===== config.mk =====
export PLATFORM = sky130hd
export DESIGN_NAME = wu_fetch
export DESIGN_NICKNAME = d
export VERILOG_FILES = /design/src/rtl/wu_fetch.sv
export SDC_FILE = /design/constraint.sdc
export NUM_CORES = 1
export LEC_CHECK = 0
export CAP_MARGIN = 10
export CORE_ASPECT_RATIO = 0.7
export CORE_MARGIN = 2
export CORE_UTILIZATION = 57
export DETAILED_ROUTE_END_ITERATION = 10
export HOLD_SLACK_MARGIN = 0.03
export PLACE_DENSITY = 0.84
export SLEW_MARGIN = 20
export SYNTH_ARGS = -nofsm -noshare
export SYNTH_HDL_FRONTEND = slang
export SYNTH_SLANG_ARGS = --single-unit

===== constraint.sdc =====
create_clock -name clk -period 5.35 [get_ports clk]
set_input_delay 0.535 -clock clk [delete_from_list [all_inputs] [get_ports clk]]
set_output_delay 0.535 -clock clk [all_outputs]
set_load 0.1 [all_outputs]

===== src/rtl/wu_fetch.sv =====
// Work-unit fetch stage: walks a descriptor range in WU memory one word per cycle,
// honours decode back-pressure and abort, then drains the 2-cycle memory pipe before done.
module wu_fetch #(
  parameter int unsigned WU_ADDR_W = 10,
  parameter int unsigned MEM_DEPTH = 1024,
  parameter int unsigned LEN_W     = 11
) (
  input  logic                 clk,
  input  logic                 reset_poweron_n,
  input  logic                 mcntl__wuf__start,
  input  logic [WU_ADDR_W-1:0] mcntl__wuf__start_addr,
  input  logic [LEN_W-1:0]     mcntl__wuf__len,
  input  logic                 mcntl__wuf__abort,
  input  logic                 wud__wuf__stall,
  output logic [WU_ADDR_W-1:0] wuf__wum__addr,
  output logic                 wuf__wum__read,
  output logic                 wuf__mcntl__busy,
  output logic                 wuf__mcntl__done
);

  typedef enum logic [1:0] {
    S_IDLE,
    S_FETCH,
    S_DRAIN,
    S_DONE
  } state_e;

  // Wrap is decided against the last legal word, so a non-power-of-two depth
  // never lets the pointer walk into unpopulated address space.
  localparam int unsigned            LAST_WORD = MEM_DEPTH - 1;
  localparam logic [WU_ADDR_W-1:0]   LAST_ADDR = WU_ADDR_W'(LAST_WORD);
  localparam logic [1:0]             DRAIN_CYCLES = 2'd2;

  state_e               state_q, state_d;
  logic [WU_ADDR_W-1:0] ptr_q, ptr_d;
  logic [LEN_W-1:0]     rem_q, rem_d;
  logic [1:0]           drain_cnt_q, drain_cnt_d;
  logic                 first_q, first_d;
  logic [WU_ADDR_W-1:0] addr_q, addr_d;
  logic                 read_q, read_d;
  logic [WU_ADDR_W-1:0] ptr_inc;
  logic                 rem_zero;

  assign ptr_inc  = (ptr_q == LAST_ADDR) ? '0 : ptr_q + WU_ADDR_W'(1);
  assign rem_zero = (rem_q == '0);

  always_comb begin
    // NOTE: every signal assigned here gets a default first, so no path can
    // leave one unassigned and infer a latch.
    state_d     = state_q;
    ptr_d       = ptr_q;
    rem_d       = rem_q;
    drain_cnt_d = drain_cnt_q;
    first_d     = 1'b0;
    addr_d      = addr_q;
    read_d      = 1'b0;

    case (state_q)
      S_IDLE: begin
        if (mcntl__wuf__start) begin
          ptr_d   = mcntl__wuf__start_addr;
          rem_d   = mcntl__wuf__len;
          first_d = 1'b1;
          state_d = S_FETCH;
        end
      end

      S_FETCH: begin
        // The entry cycle never takes the empty exit: a zero-length request
        // spends the same two FETCH cycles as a one-word request, minus the read.
        if (mcntl__wuf__abort || (rem_zero && !first_q)) begin
          rem_d       = '0;
          drain_cnt_d = DRAIN_CYCLES;
          state_d     = S_DRAIN;
        end else if (!rem_zero && !wud__wuf__stall) begin
          read_d = 1'b1;
          addr_d = ptr_q;
          ptr_d  = ptr_inc;
          rem_d  = rem_q - LEN_W'(1);
        end
      end

      S_DRAIN: begin
        drain_cnt_d = drain_cnt_q - 2'd1;
        if (drain_cnt_q == 2'd1) begin
          state_d = S_DONE;
        end
      end

      S_DONE: begin
        state_d = S_IDLE;
      end

      default: begin
        state_d = S_IDLE;
      end
    endcase
  end

  always_ff @(posedge clk or negedge reset_poweron_n) begin
    if (!reset_poweron_n) begin
      state_q     <= S_IDLE;
      ptr_q       <= '0;
      rem_q       <= '0;
      drain_cnt_q <= '0;
      first_q     <= 1'b0;
      addr_q      <= '0;
      read_q      <= 1'b0;
    end else begin
      // NOTE: non-blocking assignments keep every register sampling the
      // pre-edge values, independent of statement order.
      state_q     <= state_d;
      ptr_q       <= ptr_d;
      rem_q       <= rem_d;
      drain_cnt_q <= drain_cnt_d;
      first_q     <= first_d;
      addr_q      <= addr_d;
      read_q      <= read_d;
    end
  end

  assign wuf__wum__addr   = addr_q;
  assign wuf__wum__read   = read_q;
  assign wuf__mcntl__busy = (state_q != S_IDLE);
  assign wuf__mcntl__done = (state_q == S_DONE);

endmodule


==> impl_metrics.env, run 1 <==
export IMPL_busiest_layer="met1"
export IMPL_grt_max_degree=38
export IMPL_max_slew_worst_pin_slew_ps=965
export IMPL_ys_types=59
export IMPL_p_leak_nw=1.18
export IMPL_io_pin_count=39
export IMPL_relSlewSlack_pct=35.5
export IMPL_async_flop_share_pct=100
export IMPL_ys_warn_count=0
export IMPL_wl_per_cell_um=15.8
export IMPL_setup_ws_ps=2550
export IMPL_route_detailed_drc=0
export IMPL_layout_nets=298
export IMPL_grt_total_usage_pct=24.0
export IMPL_area_growth_pct=23.0
export IMPL_final_cell_count_no_fill=318
export IMPL_dp_hpwl_um=3500
export IMPL_first_pass_iters=4
export IMPL_place_ws_ps=2470
export IMPL_die_width_um=79.7
export IMPL_critPathMaxFanout=5
export IMPL_hold_class="in2async"
export IMPL_vias=1889
export IMPL_grt_pass1_wl_um=8450
export IMPL_crit_type="reg2out"
export IMPL_std_cell_rows=19
export IMPL_timing_hold_ws_ps=361
export IMPL_gp_congestion=0.822
export IMPL_ys_ff_latch=37
export IMPL_numCtsBuffers=5
export IMPL_cap_viol_max_count=0
export IMPL_cts_resized_gates=0
export IMPL_slowest_stage="clkdlybuf4s50_1"
export IMPL_n_antenna_cell=0
export IMPL_avgSynthCellArea_um2=10.1
export IMPL_cts_hold_buffers_added=0
export IMPL_power_mw=1.99
export IMPL_met2_usage_pct=35.3
export IMPL_clock_latency_ps=290
export IMPL_drv_slew=0
export IMPL_start_util_pct=59.0
export IMPL_critPathBufInv=3
export IMPL_rsz0062_at_grt="no"
export IMPL_period_share_pct=52.4
export IMPL_met1_usage_pct=36.4
export IMPL_cp_arrival_ps=2270
export IMPL_fmax_ghz=0.357
export IMPL_cpPeakStageDelay_ps=1130
export IMPL_dieArea_um2=4540
export IMPL_io_buffers=38
export IMPL_syn_nets=259
export IMPL_antenna_left=0
export IMPL_skew_ps=2.44
export IMPL_status="complete, no violations"
export IMPL_synth_area_um2=2290
export IMPL_fill_cells=278
export IMPL_cts_setup_buffers=0
export IMPL_clock_sinks=37
export IMPL_dp_cells=310
export IMPL_final_hold_violation_count=0
export IMPL_dominantRegCellSynth="dfrtp_1"
export IMPL_setup_viol=0
export IMPL_grt_antenna_before_repair=0
export IMPL_routed_wl_um=5030
export IMPL_synth_edf_count=0
export IMPL_gr_total_overflow=0
export IMPL_tns_ps=0
export IMPL_syn_inst=226
export IMPL_path_delay_family="buffers and inverters"
export IMPL_worstPathCellList="inv_1 > ha_1 > inv_1 > clkdlybuf4s50_1"
export IMPL_drive_gt1_share_pct=14.7
export IMPL_cp_start_kind="register"
export IMPL_grt_pass1_vias=1800
export IMPL_path_clk_slew_ps=80
export IMPL_seq_area_frac_synth_pct=40.5
export IMPL_via_per_inst=5.94
export IMPL_cts_path_max_buffers=2
export IMPL_die_h_um=57
export IMPL_peakVddDrop_uv=469
export IMPL_path_common_cell="inv_1"
export IMPL_drtIter0Drc=108
export IMPL_cts_tree="built"
export IMPL_cp_end_kind="output port"
export IMPL_core_area_um2=3870
export IMPL_clock_root_buffer="clkbuf_8"
export IMPL_htree_levels=2
export IMPL_power_density_nw_per_um2=709
export IMPL_min_period_ps=2800
export IMPL_required_ps=4820
export IMPL_grt_use_met3_pct=5.06
==> cells in the final DEF, fill, tap and decap left out, types with 5 or more instances in the layout <==
cell	count
nor3_1	5
nor2_1	16
inv_1	15
nor2b_1	5
a21oi_1	20
mux2_4	8
nand2_1	17
ha_1	7
clkdlybuf4s50_1	37
and3_1	6
clkbuf_8	6
a31oi_1	7
dfrtp_1	37
==> metal layers <==
| layer | vias up | part of all wire (%) |
|---|---|---|
| li1 | 930 | - |
| met1 | 888 | 49 |
| met2 | 66 | 43 |
| met3 | 5 | 6.7 |
| met4 | 0 | 0.48 |
| met5 | - | 0 |
==> path summary, 6_finish.rpt <==
check	from	to	slack, ps	cells after the start
worst max-delay path	state_q[0]$_DFFE_PN0P_	wuf__mcntl__busy	2550	4
worst min-delay path	reset_poweron_n	state_q[1]$_DFFE_PN0P_	360	1
worst max register to register	state_q[1]$_DFFE_PN0P_	rem_q[7]$_DFFE_PN0P_	2600	7
worst min register to register	wuf__wum__addr[6]$_DFFE_PN0P_	wuf__wum__addr[6]$_DFFE_PN0P_	520	1
max in group asynchronous	reset_poweron_n	wuf__wum__addr[6]$_DFFE_PN0P_	4410	1
min in group clk	wuf__wum__addr[6]$_DFFE_PN0P_	wuf__wum__addr[6]$_DFFE_PN0P_	520	1
==> state kept, by name (all words and copies together) (netlist names) <==
register and cells:
drain_cnt_q 2, first_q 1, ptr_q 10, rem_q 11, state_q 2, wuf__wum__addr 10
wuf__wum__read 1
==> where the power goes <==
| part | internal, mW | total, mW | switching, mW |
|---|---|---|---|
| clock | 0.152 | 0.256 | 0.104 |
| combinational | 0.429 | 1.17 | 0.738 |
| sequential | 0.418 | 0.571 | 0.154 |
| total | 0.998 | 1.99 | 0.995 |
==> synth_stat cells (3+ instances only) <==
master | instances | area, um2
o22a_1 | 3 | 26.3
nor3_1 | 5 | 25.0
nor2b_1 | 5 | 31.3
nor2_1 | 16 | 60.1
o21ai_0 | 4 | 20.0
mux2_4 | 8 | 120
ha_1 | 7 | 87.6
nand3_1 | 4 | 20.0
a31oi_1 | 7 | 43.8
o21a_1 | 3 | 22.5
nand2_1 | 17 | 63.8
a21oi_1 | 20 | 100
a2bb2oi_1 | 3 | 26.3
dfrtp_1 | 37 | 926
o22ai_1 | 4 | 25.0
nor3_2 | 4 | 40.0
and3_1 | 6 | 37.5
inv_1 | 15 | 56.3
==> final cells by class <==
class                           count  area [um2]  area share (%)
Sequential cell                    37         926            32.9
Tap cell                           52        65.1            2.31
Inverter                           15        56.3            2.00
Clock inverter                      2        37.5            1.33
Multi-Input combinational cell    168        1270            45.2
Clock buffer                        6        82.6            2.93
Timing Repair Buffer               38         375            13.3
==> metrics by stage <==
| stage | util (%) | area, um2 |
|---|---|---|
| global route | 72.6 | 2810 |
| finish | 72.6 | 2810 |
| floorplan | - | 2290 |
| detailed placement | 69.4 | 2690 |
| global placement | 69.4 | 2690 |
| CTS | 72.5 | 2810 |
==> logic make-up (layout without fill, tap and decap cells) <==
logic type               after synthesis  after routing  synth area share [%]
AO/OA/AOI/OAI                         74             74                  24.8
XOR/XNOR                               1              1                 0.383
adder cells (fa/ha/maj)                7              7                  3.83
buffers and inverters                 21             61                  4.21
flip-flops                            37             37                  40.5
multiplexers                          13             13                  7.66
AND/OR/NAND/NOR                       73             73                  18.6
==> worst register-to-register path: stages (launching register included) <==
cell and delay [ps]:
dfrtp_1 420, inv_1 90, ha_1 660, inv_1 550, o21ai_0 430, o211a_4 280, o21ai_1 80, a2bb2oi_1 160
Power figures use the tool's default switching activity.
==> run 2: changes to the inputs <==
- CORE_UTILIZATION: 57 -> 48
- PLACE_DENSITY: 0.84 -> 0.75
- clock period: 5.35 -> 2.5 ns (I/O delays scaled with it)
==> run 2 against run 1 <==
First-iteration DRC count is 77% higher; final cell count is 3.1% higher; largest power group unchanged; worst setup slack got worse by 2300 ps; combinational power rose by 120%.
==> impl_metrics.env, run 2 (synthesis gave the netlist of run 1 again) <==
export IMPL_power_mw=4.33
export IMPL_required_ps=2660
export IMPL_htree_levels=2
export IMPL_numCtsBuffers=5
export IMPL_die_width_um=86.5
export IMPL_cts_setup_buffers=0
export IMPL_grt_total_usage_pct=23.1
export IMPL_fill_cells=381
export IMPL_r2r_setup_slack_ps=240
export IMPL_critPathMaxFanout=8
export IMPL_io_pin_count=39
export IMPL_cp_arrival_ps=2420
export IMPL_drtIter0Drc=191
export IMPL_gp_congestion=0.824
export IMPL_cts_tree="built"
export IMPL_largest_reg_flops=11
export IMPL_clock_root_buffer="clkbuf_8"
export IMPL_fmax_ghz=0.442
export IMPL_clock_sinks=37
export IMPL_min_period_ps=2260
export IMPL_cts_hold_buffers_added=0
export IMPL_grt_antenna_before_repair=0
export IMPL_dp_cells=320
export IMPL_place_area_um2=2710
export IMPL_grt_pass1_wl_um=9340
export IMPL_core_area_um2=4450
export IMPL_via_per_inst=5.93
export IMPL_hold_class="in2async"
export IMPL_drv_slew=0
export IMPL_setup_viol=0
export IMPL_antenna_left=0
export IMPL_n_antenna_cell=0
export IMPL_regArea_um2=926
export IMPL_cp_end_kind="register"
export IMPL_power_density_nw_per_um2=1530
export IMPL_gr_total_overflow=0
export IMPL_dp_hpwl_um=3980
export IMPL_worstPathCellList="inv_1 > ha_1 > nor3b_4 > and4_1 > nor3_2 > buf_4 > a22oi_1 > o22ai_1"
export IMPL_layout_commonest_cell="dfrtp_1"
export IMPL_crit_type="reg2reg"
export IMPL_stdcell_area_um2=2830
export IMPL_skew_ps=8.92
export IMPL_cts_resized_gates=0
export IMPL_multi_input_area_um2=1260
export IMPL_path_clk_slew_ps=80
export IMPL_rsz0062_at_grt="no"
export IMPL_area_growth_pct=23.8
export IMPL_grt_pass1_vias=1843
export IMPL_dieArea_um2=5340
export IMPL_final_cell_count_no_fill=328
export IMPL_timing_hold_ws_ps=52.5
export IMPL_layout_nets=305
export IMPL_layout_common_cells="37 x dfrtp_1, 24 x clkdlybuf4s50_1, 20 x a21oi_1, 20 x buf_4, 17 x nand2_1"
export IMPL_wl_per_cell_um=16.7
export IMPL_io_buffers=38
export IMPL_vias=1946
export IMPL_cts_path_max_buffers=2
export IMPL_cpPeakStageDelay_ps=530
export IMPL_first_pass_iters=4
export IMPL_slowest_stage="and4_1"
export IMPL_die_h_um=61.8
export IMPL_max_slew_worst_pin_slew_ps=829
export IMPL_start_util_pct=51.3
export IMPL_status="complete, no violations"
export IMPL_cp_start_kind="register"
export IMPL_drive_gt1_share_pct=21.6
export IMPL_route_detailed_drc=0
export IMPL_tns_ps=0
export IMPL_period_share_pct=90.5
export IMPL_grt_max_degree=38
export IMPL_clock_latency_ps=290
export IMPL_cap_viol_max_count=0
export IMPL_top_register="rem_q"
export IMPL_routed_wl_um=5490
export IMPL_peakVddDrop_uv=821
export IMPL_final_hold_violation_count=0
export IMPL_p_leak_nw=1.23
export IMPL_std_cell_rows=20
export IMPL_relSlewSlack_pct=44.7
run 2: changes by cell type in the layout (fill, tap and decap cells not counted):
cell             before  now
buf_2                 0    1
nor3_4                1    0
clkbuf_2              1    0
buf_4                 0   20
nor3_2                3    4
clkdlybuf4s50_1      37   24
run 2: final cells by class:
type	count	area share, %
clock buffers	6	2.92
clock inverters	2	1.33
inverters	15	1.99
multi-input cells	168	44.7
flip-flops and latches	37	32.7
well taps	55	2.43
repair buffers	45	14.0
run 2: worst max-delay path, delay by kind of cell, from the launching register on:
family                     cells  cell delay (ps)
AOI/OAI and AO/OA              2              290
adders and majority gates      1              220
buffers and inverters          2              290
DFF                            1              390
and+or+nand+nor                3              940
run 2: metal layers:
metal | wire length [um] | vias up | part of all wire, % | global-route usage, %
met5 | 0 | - | 0 | 0
met2 | 2310 | 64 | 42 | 33.4
met3 | 302 | 7 | 5.5 | 4.23
met4 | 49 | 0 | 0.89 | 5.58
li1 | - | 941 | - | -
met1 | 2830 | 934 | 51 | 35.8
run 2: power breakdown:
group / total, mW / internal (mW) / leakage (nW) / switching, mW
sequential: 1.22 / 0.894 / 0.447 / 0.329
clock: 0.546 / 0.324 / 0.0574 / 0.221
combinational: 2.56 / 0.938 / 0.725 / 1.62
total: 4.33 / 2.16 / 1.23 / 2.17
run 2: path summary, 6_finish.rpt:
check	start	end	depth (start not counted)
hold reg to reg	wuf__wum__addr[9]$_DFFE_PN0P_	wuf__wum__addr[9]$_DFFE_PN0P_	1
setup / recovery	rem_q[0]$_DFFE_PN0P_	rem_q[0]$_DFFE_PN0P_	8
max in group asynchronous	reset_poweron_n	drain_cnt_q[0]$_DFFE_PN0P_	1
min in group clk	wuf__wum__addr[9]$_DFFE_PN0P_	wuf__wum__addr[9]$_DFFE_PN0P_	1
hold / removal	reset_poweron_n	ptr_q[8]$_DFFE_PN0P_	1
setup reg to reg	rem_q[0]$_DFFE_PN0P_	rem_q[0]$_DFFE_PN0P_	8
run 2: per-stage QoR:
stage	util, %	setup WS, ps
floorplan	-	478
global placement	60.9	412
detailed placement	60.9	287
CTS	63.6	260
global route	63.6	57.1
finish	63.6	238
